**src/rtl/wb_burst_arbiter2_if.sv**
```systemverilog
// Wishbone point-to-point bundle: request fields from master, response fields from slave.
// Combinational wires only, no latency.
// Backpressure is the classic stb/ack handshake carried by these signals.
interface wb_burst_arbiter2_if #(
  parameter int AW = 32,
  parameter int DW = 32
);
  logic [AW-1:0]   adr;
  logic [DW-1:0]   dat_w;
  logic [DW/8-1:0] sel;
  logic            we;
  logic            cyc;
  logic            stb;
  logic [2:0]      cti;
  logic [1:0]      bte;
  logic [DW-1:0]   dat_r;
  logic            ack;
  logic            err;

  modport master (
    output adr, dat_w, sel, we, cyc, stb, cti, bte,
    input  dat_r, ack, err
  );

  modport slave (
    input  adr, dat_w, sel, we, cyc, stb, cti, bte,
    output dat_r, ack, err
  );
endinterface

```
**src/rtl/wb_burst_arbiter2.sv**
```systemverilog
// Two-master round-robin Wishbone arbiter with per-cycle grant hold and stall watchdog.
// Latency: one cycle from cyc rising in IDLE to wbs cyc; one dead cycle on handover.
// Backpressure: owner sees the slave ack directly; a stalled cycle is aborted with err.
module wb_burst_arbiter2 #(
  parameter int WB_AW   = 32,
  parameter int WB_DW   = 32,
  parameter int TIMEOUT = 1024
) (
  input  logic                 clk,
  input  logic                 rst,
  wb_burst_arbiter2_if.slave   wbm0,
  wb_burst_arbiter2_if.slave   wbm1,
  wb_burst_arbiter2_if.master  wbs,
  output logic [1:0]           grant_o,
  output logic                 timeout_o
);

  localparam int            CW     = (TIMEOUT > 0) ? $clog2(TIMEOUT + 1) : 1;
  localparam bit            WD_EN  = (TIMEOUT > 0);
  localparam logic [CW-1:0] WD_MAX = (TIMEOUT > 0) ? CW'(TIMEOUT - 1) : '0;

  typedef enum logic [1:0] {IDLE = 2'd0, GNT0 = 2'd1, GNT1 = 2'd2} state_t;

  state_t          state_d, state_q;
  logic            last_grant_d, last_grant_q;
  logic [CW-1:0]   wdog_d, wdog_q;
  logic            abort_d, abort_q;

  logic            owner_cyc, owner_stb, expire;
  logic            ack_resp, err_resp;
  logic [WB_AW-1:0]   adr_mux;
  logic [WB_DW-1:0]   dat_mux;
  logic [WB_DW/8-1:0] sel_mux;
  logic [2:0]      cti_mux;
  logic [1:0]      bte_mux;
  logic            we_mux, cyc_mux, stb_mux;

  // State, round-robin history, watchdog counter and abort flag
  always_ff @(posedge clk) begin
    if (rst) begin
      state_q      <= IDLE;
      last_grant_q <= 1'b1;
      wdog_q       <= '0;
      abort_q      <= 1'b0;
    end else begin
      state_q      <= state_d;
      last_grant_q <= last_grant_d;
      wdog_q       <= wdog_d;
      abort_q      <= abort_d;
    end
  end

  // Grant selection: ties broken against the previous owner, grant held until owner drops cyc
  always_comb begin
    state_d      = state_q;
    last_grant_d = last_grant_q;
    case (state_q)
      IDLE: begin
        if (wbm0.cyc && (!wbm1.cyc || last_grant_q)) state_d = GNT0;
        else if (wbm1.cyc)                           state_d = GNT1;
      end
      GNT0: if (!wbm0.cyc) state_d = wbm1.cyc ? GNT1 : IDLE;
      GNT1: if (!wbm1.cyc) state_d = wbm0.cyc ? GNT0 : IDLE;
      default: state_d = IDLE;
    endcase
    if (state_d != state_q) begin
      if (state_d == GNT0)      last_grant_d = 1'b0;
      else if (state_d == GNT1) last_grant_d = 1'b1;
    end
  end

  // Bus mux, response routing and watchdog next-state
  always_comb begin
    adr_mux   = wbm0.adr;
    dat_mux   = wbm0.dat_w;
    sel_mux   = wbm0.sel;
    cti_mux   = wbm0.cti;
    bte_mux   = wbm0.bte;
    we_mux    = 1'b0;
    cyc_mux   = 1'b0;
    stb_mux   = 1'b0;
    owner_cyc = 1'b0;
    owner_stb = 1'b0;
    if (state_q == GNT1) begin
      adr_mux = wbm1.adr;
      dat_mux = wbm1.dat_w;
      sel_mux = wbm1.sel;
      cti_mux = wbm1.cti;
      bte_mux = wbm1.bte;
      we_mux  = wbm1.we;
      owner_cyc = wbm1.cyc;
      owner_stb = wbm1.stb;
    end else if (state_q == GNT0) begin
      we_mux  = wbm0.we;
      owner_cyc = wbm0.cyc;
      owner_stb = wbm0.stb;
    end
    // An aborted cycle stays off the slave bus until the owner gives up
    cyc_mux = owner_cyc && !abort_q;
    stb_mux = owner_stb && !abort_q;

    // A real ack or err in the expiry cycle takes priority over the abort
    expire = WD_EN && (state_q != IDLE) && !abort_q && owner_stb &&
             !wbs.ack && !wbs.err && (wdog_q == WD_MAX);
    ack_resp = !abort_q && wbs.ack;
    err_resp = !abort_q && (wbs.err || expire);

    wdog_d = wdog_q;
    if (!WD_EN || (state_d != state_q) || abort_q || !owner_stb || wbs.ack || wbs.err)
      wdog_d = '0;
    else if (wdog_q != WD_MAX)
      wdog_d = wdog_q + CW'(1);

    abort_d = abort_q;
    if (expire)                    abort_d = 1'b1;
    else if (abort_q && !owner_cyc) abort_d = 1'b0;
  end

  assign wbs.adr   = adr_mux;
  assign wbs.dat_w = dat_mux;
  assign wbs.sel   = sel_mux;
  assign wbs.cti   = cti_mux;
  assign wbs.bte   = bte_mux;
  assign wbs.we    = we_mux;
  assign wbs.cyc   = cyc_mux;
  assign wbs.stb   = stb_mux;

  assign wbm0.dat_r = wbs.dat_r;
  assign wbm1.dat_r = wbs.dat_r;
  assign wbm0.ack   = (state_q == GNT0) && ack_resp;
  assign wbm0.err   = (state_q == GNT0) && err_resp;
  assign wbm1.ack   = (state_q == GNT1) && ack_resp;
  assign wbm1.err   = (state_q == GNT1) && err_resp;

  assign grant_o   = {state_q == GNT1, state_q == GNT0};
  assign timeout_o = expire;

endmodule

```
**src/flat_wrapper.sv**
```systemverilog
// flat-port wrapper written by rule: the top's interface ports become plain ports
module wb_burst_arbiter2_flat 
#(
  parameter int WB_AW   = 32,
  parameter int WB_DW   = 32,
  parameter int TIMEOUT = 1024
)
  (clk, rst, grant_o, timeout_o, wbm0_adr, wbm0_dat_w, wbm0_sel, wbm0_we, wbm0_cyc, wbm0_stb, wbm0_cti, wbm0_bte, wbm0_dat_r, wbm0_ack, wbm0_err, wbm1_adr, wbm1_dat_w, wbm1_sel, wbm1_we, wbm1_cyc, wbm1_stb, wbm1_cti, wbm1_bte, wbm1_dat_r, wbm1_ack, wbm1_err, wbs_adr, wbs_dat_w, wbs_sel, wbs_we, wbs_cyc, wbs_stb, wbs_cti, wbs_bte, wbs_dat_r, wbs_ack, wbs_err);
  wb_burst_arbiter2_if #(.AW(32), .DW(32)) wbm0_i ();
  wb_burst_arbiter2_if #(.AW(32), .DW(32)) wbm1_i ();
  wb_burst_arbiter2_if #(.AW(32), .DW(32)) wbs_i ();
  input  logic clk;
  input  logic rst;
  output logic [1:0] grant_o;
  output logic timeout_o;
  input wire logic [$bits(wbm0_i.adr)-1:0] wbm0_adr;
  input wire logic [$bits(wbm0_i.dat_w)-1:0] wbm0_dat_w;
  input wire logic [$bits(wbm0_i.sel)-1:0] wbm0_sel;
  input wire logic [$bits(wbm0_i.we)-1:0] wbm0_we;
  input wire logic [$bits(wbm0_i.cyc)-1:0] wbm0_cyc;
  input wire logic [$bits(wbm0_i.stb)-1:0] wbm0_stb;
  input wire logic [$bits(wbm0_i.cti)-1:0] wbm0_cti;
  input wire logic [$bits(wbm0_i.bte)-1:0] wbm0_bte;
  output wire logic [$bits(wbm0_i.dat_r)-1:0] wbm0_dat_r;
  output wire logic [$bits(wbm0_i.ack)-1:0] wbm0_ack;
  output wire logic [$bits(wbm0_i.err)-1:0] wbm0_err;
  input wire logic [$bits(wbm1_i.adr)-1:0] wbm1_adr;
  input wire logic [$bits(wbm1_i.dat_w)-1:0] wbm1_dat_w;
  input wire logic [$bits(wbm1_i.sel)-1:0] wbm1_sel;
  input wire logic [$bits(wbm1_i.we)-1:0] wbm1_we;
  input wire logic [$bits(wbm1_i.cyc)-1:0] wbm1_cyc;
  input wire logic [$bits(wbm1_i.stb)-1:0] wbm1_stb;
  input wire logic [$bits(wbm1_i.cti)-1:0] wbm1_cti;
  input wire logic [$bits(wbm1_i.bte)-1:0] wbm1_bte;
  output wire logic [$bits(wbm1_i.dat_r)-1:0] wbm1_dat_r;
  output wire logic [$bits(wbm1_i.ack)-1:0] wbm1_ack;
  output wire logic [$bits(wbm1_i.err)-1:0] wbm1_err;
  output wire logic [$bits(wbs_i.adr)-1:0] wbs_adr;
  output wire logic [$bits(wbs_i.dat_w)-1:0] wbs_dat_w;
  output wire logic [$bits(wbs_i.sel)-1:0] wbs_sel;
  output wire logic [$bits(wbs_i.we)-1:0] wbs_we;
  output wire logic [$bits(wbs_i.cyc)-1:0] wbs_cyc;
  output wire logic [$bits(wbs_i.stb)-1:0] wbs_stb;
  output wire logic [$bits(wbs_i.cti)-1:0] wbs_cti;
  output wire logic [$bits(wbs_i.bte)-1:0] wbs_bte;
  input wire logic [$bits(wbs_i.dat_r)-1:0] wbs_dat_r;
  input wire logic [$bits(wbs_i.ack)-1:0] wbs_ack;
  input wire logic [$bits(wbs_i.err)-1:0] wbs_err;
  assign wbm0_i.adr = wbm0_adr;
  assign wbm0_i.dat_w = wbm0_dat_w;
  assign wbm0_i.sel = wbm0_sel;
  assign wbm0_i.we = wbm0_we;
  assign wbm0_i.cyc = wbm0_cyc;
  assign wbm0_i.stb = wbm0_stb;
  assign wbm0_i.cti = wbm0_cti;
  assign wbm0_i.bte = wbm0_bte;
  assign wbm0_dat_r = wbm0_i.dat_r;
  assign wbm0_ack = wbm0_i.ack;
  assign wbm0_err = wbm0_i.err;
  assign wbm1_i.adr = wbm1_adr;
  assign wbm1_i.dat_w = wbm1_dat_w;
  assign wbm1_i.sel = wbm1_sel;
  assign wbm1_i.we = wbm1_we;
  assign wbm1_i.cyc = wbm1_cyc;
  assign wbm1_i.stb = wbm1_stb;
  assign wbm1_i.cti = wbm1_cti;
  assign wbm1_i.bte = wbm1_bte;
  assign wbm1_dat_r = wbm1_i.dat_r;
  assign wbm1_ack = wbm1_i.ack;
  assign wbm1_err = wbm1_i.err;
  assign wbs_adr = wbs_i.adr;
  assign wbs_dat_w = wbs_i.dat_w;
  assign wbs_sel = wbs_i.sel;
  assign wbs_we = wbs_i.we;
  assign wbs_cyc = wbs_i.cyc;
  assign wbs_stb = wbs_i.stb;
  assign wbs_cti = wbs_i.cti;
  assign wbs_bte = wbs_i.bte;
  assign wbs_i.dat_r = wbs_dat_r;
  assign wbs_i.ack = wbs_ack;
  assign wbs_i.err = wbs_err;
  wb_burst_arbiter2 #(.WB_AW(WB_AW), .WB_DW(WB_DW), .TIMEOUT(TIMEOUT)) u_core (.clk(clk), .rst(rst), .wbm0(wbm0_i), .wbm1(wbm1_i), .wbs(wbs_i), .grant_o(grant_o), .timeout_o(timeout_o));
endmodule
```
**config.mk**
```make
export PLATFORM = sky130hd
export DESIGN_NAME = wb_burst_arbiter2_flat
export DESIGN_NICKNAME = d
export VERILOG_FILES = /design/src/rtl/wb_burst_arbiter2_if.sv /design/src/rtl/wb_burst_arbiter2.sv /design/src/flat_wrapper.sv
export SDC_FILE = /design/constraint.sdc
export NUM_CORES = 1
export LEC_CHECK = 0
export CORE_AREA = 2 2 131 133
export CTS_BUF_LIST = sky130_fd_sc_hd__clkbuf_4 sky130_fd_sc_hd__clkbuf_8
export DETAILED_ROUTE_END_ITERATION = 8
export DIE_AREA = 0 0 133 135
export SETUP_SLACK_MARGIN = 0.2
export SLEW_MARGIN = 30
export SYNTH_ARGS = -nofsm -noshare
export SYNTH_HDL_FRONTEND = slang
export SYNTH_SLANG_ARGS = --single-unit
export TNS_END_PERCENT = 10
```
**constraint.sdc**
```tcl
create_clock -name clk -period 1.8 [get_ports clk]
set_input_delay 0.36 -clock clk [delete_from_list [all_inputs] [get_ports clk]]
set_output_delay 0.36 -clock clk [all_outputs]
set_load 0.005 [all_outputs]
```
==> flow_summary.json <==
{
  "path_cells": "buf_6, buf_6, nand3b_4, a211o_1, buf_6, or3_4, inv_2, buf_2",
  "synthSimpleGateAreaFrac": 0.1323,
  "rows": 47,
  "holdWs_ns": 0.4930,
  "cp.buffers_inverters": 5,
  "routedWlPerCell_um": 15.63,
  "fin_ws_ns": -0.4104,
  "routed_wl_um": 10790,
  "crit_path_top_delay_cell": "dfxtp_4",
  "syn_avg_cell_area_um2": 9.109,
  "period_needed_ns": 2.210,
  "clk_pin_slew_worst_paths_ns": 0.07,
  "place_congestion": 0.7500,
  "via_count": 2646,
  "instances_no_fill": 690,
  "rr_worst_depth": 9,
  "max_stage_delay_ns": 0.35,
  "ant_nets": 0,
  "r2r_slack_ns": -0.21,
  "hold_end": "u_core.wdog_q[10]$_SDFFE_PP0N_",
  "report.final.slew_viol_count": 0,
  "cp.depth": 8,
  "antenna_found_initial": 2,
  "drive_gt1_frac": 0.5245,
  "cts_made_buffers": 3,
  "design.die.area_um2": 17960,
  "synth.cell_area_um2": 2241,
  "routed_via_density": 3.835,
  "placed_cells": 656,
  "nFillCells": 1653,
  "hold_viol": 0,
  "drt_iter0_drc": 69,
  "die_w_um": 133,
  "grt_max_degree": 13,
  "r2r-end": "u_core.wdog_q[10]$_SDFFE_PP0N_",
  "endpoint_kind": "primary output",
  "drt_pre_antenna_iters": 8,
  "max_clock_freq_mhz": 452.4,
  "layout_commonest_cell": "clkdlybuf4s50_1",
  "grt_use_total": 0.1032,
  "slew_headroom": 0.7312,
  "synth_compound_area_frac": 0.07147,
  "path_class": "reg2out",
  "ios": 335,
  "numClockSinks": 15,
  "cts_root_buf": "clkbuf_8",
  "violations": "negative setup slack",
  "critPathMaxFanout": 5,
  "crit_top_cell": "buf_6",
  "port_buffers": 238,
  "synth.area.mux_share": 0.3758,
  "grt_overflow": 0,
  "yosys_warnings": 0,
  "irDropWorstVdd_v": 0.0002630,
  "highest_layer": "met5",
  "layout.nets": 660,
  "finalCritPeriodShare": 1.228,
  "ys.flop_type": "dfxtp_1",
  "fin_tns_setup_ns": -19.45,
  "dp_hpwl_um": 8257,
  "grt_pass1_wl_um": 14530,
  "fin_skew_ns": 0.002883,
  "core_um2": 16410,
  "rsz0062_at_grt": "yes",
  "drc_errors": 0,
  "area_delta_synth_final_pct": 132.4,
  "synth_xor_xnor_area_share": 0.01563,
  "synth-async-reset-ratio": 0,
  "pwr_density_cell_nw_per_um2": 330.3,
  "dr_wl_met2_um": 5604,
  "seq_area_frac_synth": 0.1340,
  "mostFrequentLayoutCells": "clkdlybuf4s50_1 (150), mux2_4 (59), buf_6 (46), buf_4 (32), clkbuf_2 (28)",
  "critPathTopFamily": "buffers and inverters",
  "postCtsHoldBufs": 0,
  "worst_pin_slew_ns": 0.3981,
  "ys_ff_latch": 15,
  "setup_viol": 88,
  "synth-edff-count": 0,
  "leakage_uw": 0.002218,
  "clk-insertion-delay-late_ns": 0.26,
  "worstPathArrival_ns": 1.85,
  "wirelength_met1_um": 3927,
  "cp.required_ns": 1.44,
  "cts_buffer_depth": 2,
  "synth_top_family_by_area": "multiplexers",
  "die_h_um": 135,
  "place_ws_ns": -0.8517,
  "syn_inst": 246,
  "cap_violations": 0,
  "outcome": "finished, violations left",
  "synthDistinctLibCells": 47,
  "grt_pass1_vias": 2729,
  "htree_levels": 1,
  "hold_path.class": "reg2reg",
  "cp-start-kind": "flip-flop",
  "cts_tree": "done",
  "start_util": 0.1366,
  "hp-start": "u_core.wdog_q[10]$_SDFFE_PP0N_",
  "hold_depth": 2,
  "syn_nets": 436,
  "rr_startpoint": "u_core.state_q[0]$_SDFF_PP0_",
  "synthAdderAreaFrac": 0.01117,
  "dr_wl_met3_um": 1123
}
## worst min-delay path: stages (launching register included)
cell,delay [ns]
dfxtp_1,0.33
o41ai_1,0.09
nor2_2,0.04
## final cells by class
| class | instances | area [µm²] | share of cell area |
|---|---|---|---|
| Tap cell | 220 | 275.3 | 0.05286 |
| Clock inverter | 1 | 5.005 | 0.0009611 |
| Sequential cell | 15 | 311.5 | 0.05983 |
| Clock buffer | 3 | 41.29 | 0.007929 |
| Multi-Input combinational cell | 149 | 1652 | 0.3172 |
| Antenna cell | 1 | 2.502 | 0.0004805 |
| Inverter | 5 | 18.77 | 0.003604 |
| Timing Repair Buffer | 296 | 2902 | 0.5572 |
## registers in the layout (all words and copies together) (netlist names)
name / cells
u_core.wdog_q: 11
u_core.state_q: 2
u_core.abort_q: 1
u_core.last_grant_q: 1
## routing by layer
metal,GRT usage,vias up
met1,0.1102,1209
met4,0.02330,2
met2,0.1934,180
met3,0.03791,15
li1,-,1240
met5,0,-
## per-stage QoR
stage          power (µW)    util  area (µm²)
2_1_floorplan       741.2       -        2340
3_3_place_gp         1288  0.2827        4638
3_5_place_dp         1296  0.2827        4638
4_1_cts              1668  0.3108        5100
5_1_grt              1808  0.3172        5205
6_report             1720  0.3174        5207
## power breakdown
part	internal (µW)	total, µW	switching, µW
clock	154	286	132
sequential	336	341	4.57
combinational	783	1090	311
## cells in the mapped netlist (4+ instances only)
master	n	share of area
a21oi_1	4	0.0089
inv_1	5	0.0084
nor2_2	4	0.011
mux2_2	73	0.37
nor2_1	6	0.010
a21oi_2	5	0.020
dfxtp_1	15	0.13
nand2_1	7	0.012
nor3_1	4	0.0089
buf_4	64	0.21
buf_2	8	0.018
## worst max path at each step
stage          slack, ns     endpoint                          start
3_5_place_dp       -0.85    timeout_o                       wbm0_stb
3_3_place_gp       -0.86    timeout_o                       wbm0_stb
5_1_grt            -0.48    timeout_o   u_core.state_q[0]$_SDFF_PP0_
6_report           -0.41    timeout_o   u_core.state_q[0]$_SDFF_PP0_
4_1_cts            -0.43  wbs_adr[26]   u_core.state_q[0]$_SDFF_PP0_
2_1_floorplan      -0.01    timeout_o  u_core.wdog_q[1]$_SDFFE_PP0N_
## repair_timing
item	4_1_cts	5_1_grt
endpoints found under the setup margin	96	96
setup buffers	21	5
gates cloned	3	0
resized for setup	315	95
pin swaps	7	5
## cells by family (layout without fill, tap and decap cells)
group	Yosys count	after routing
AO/OA/AOI/OAI	22	22
XOR/XNOR	4	4
adder cells (fa/ha/maj)	2	2
buffers and inverters	82	305
flip-flops	15	15
multiplexers	75	75
other	0	1
AND/OR/NAND/NOR	46	46
(Power assumes the default switching activity.)
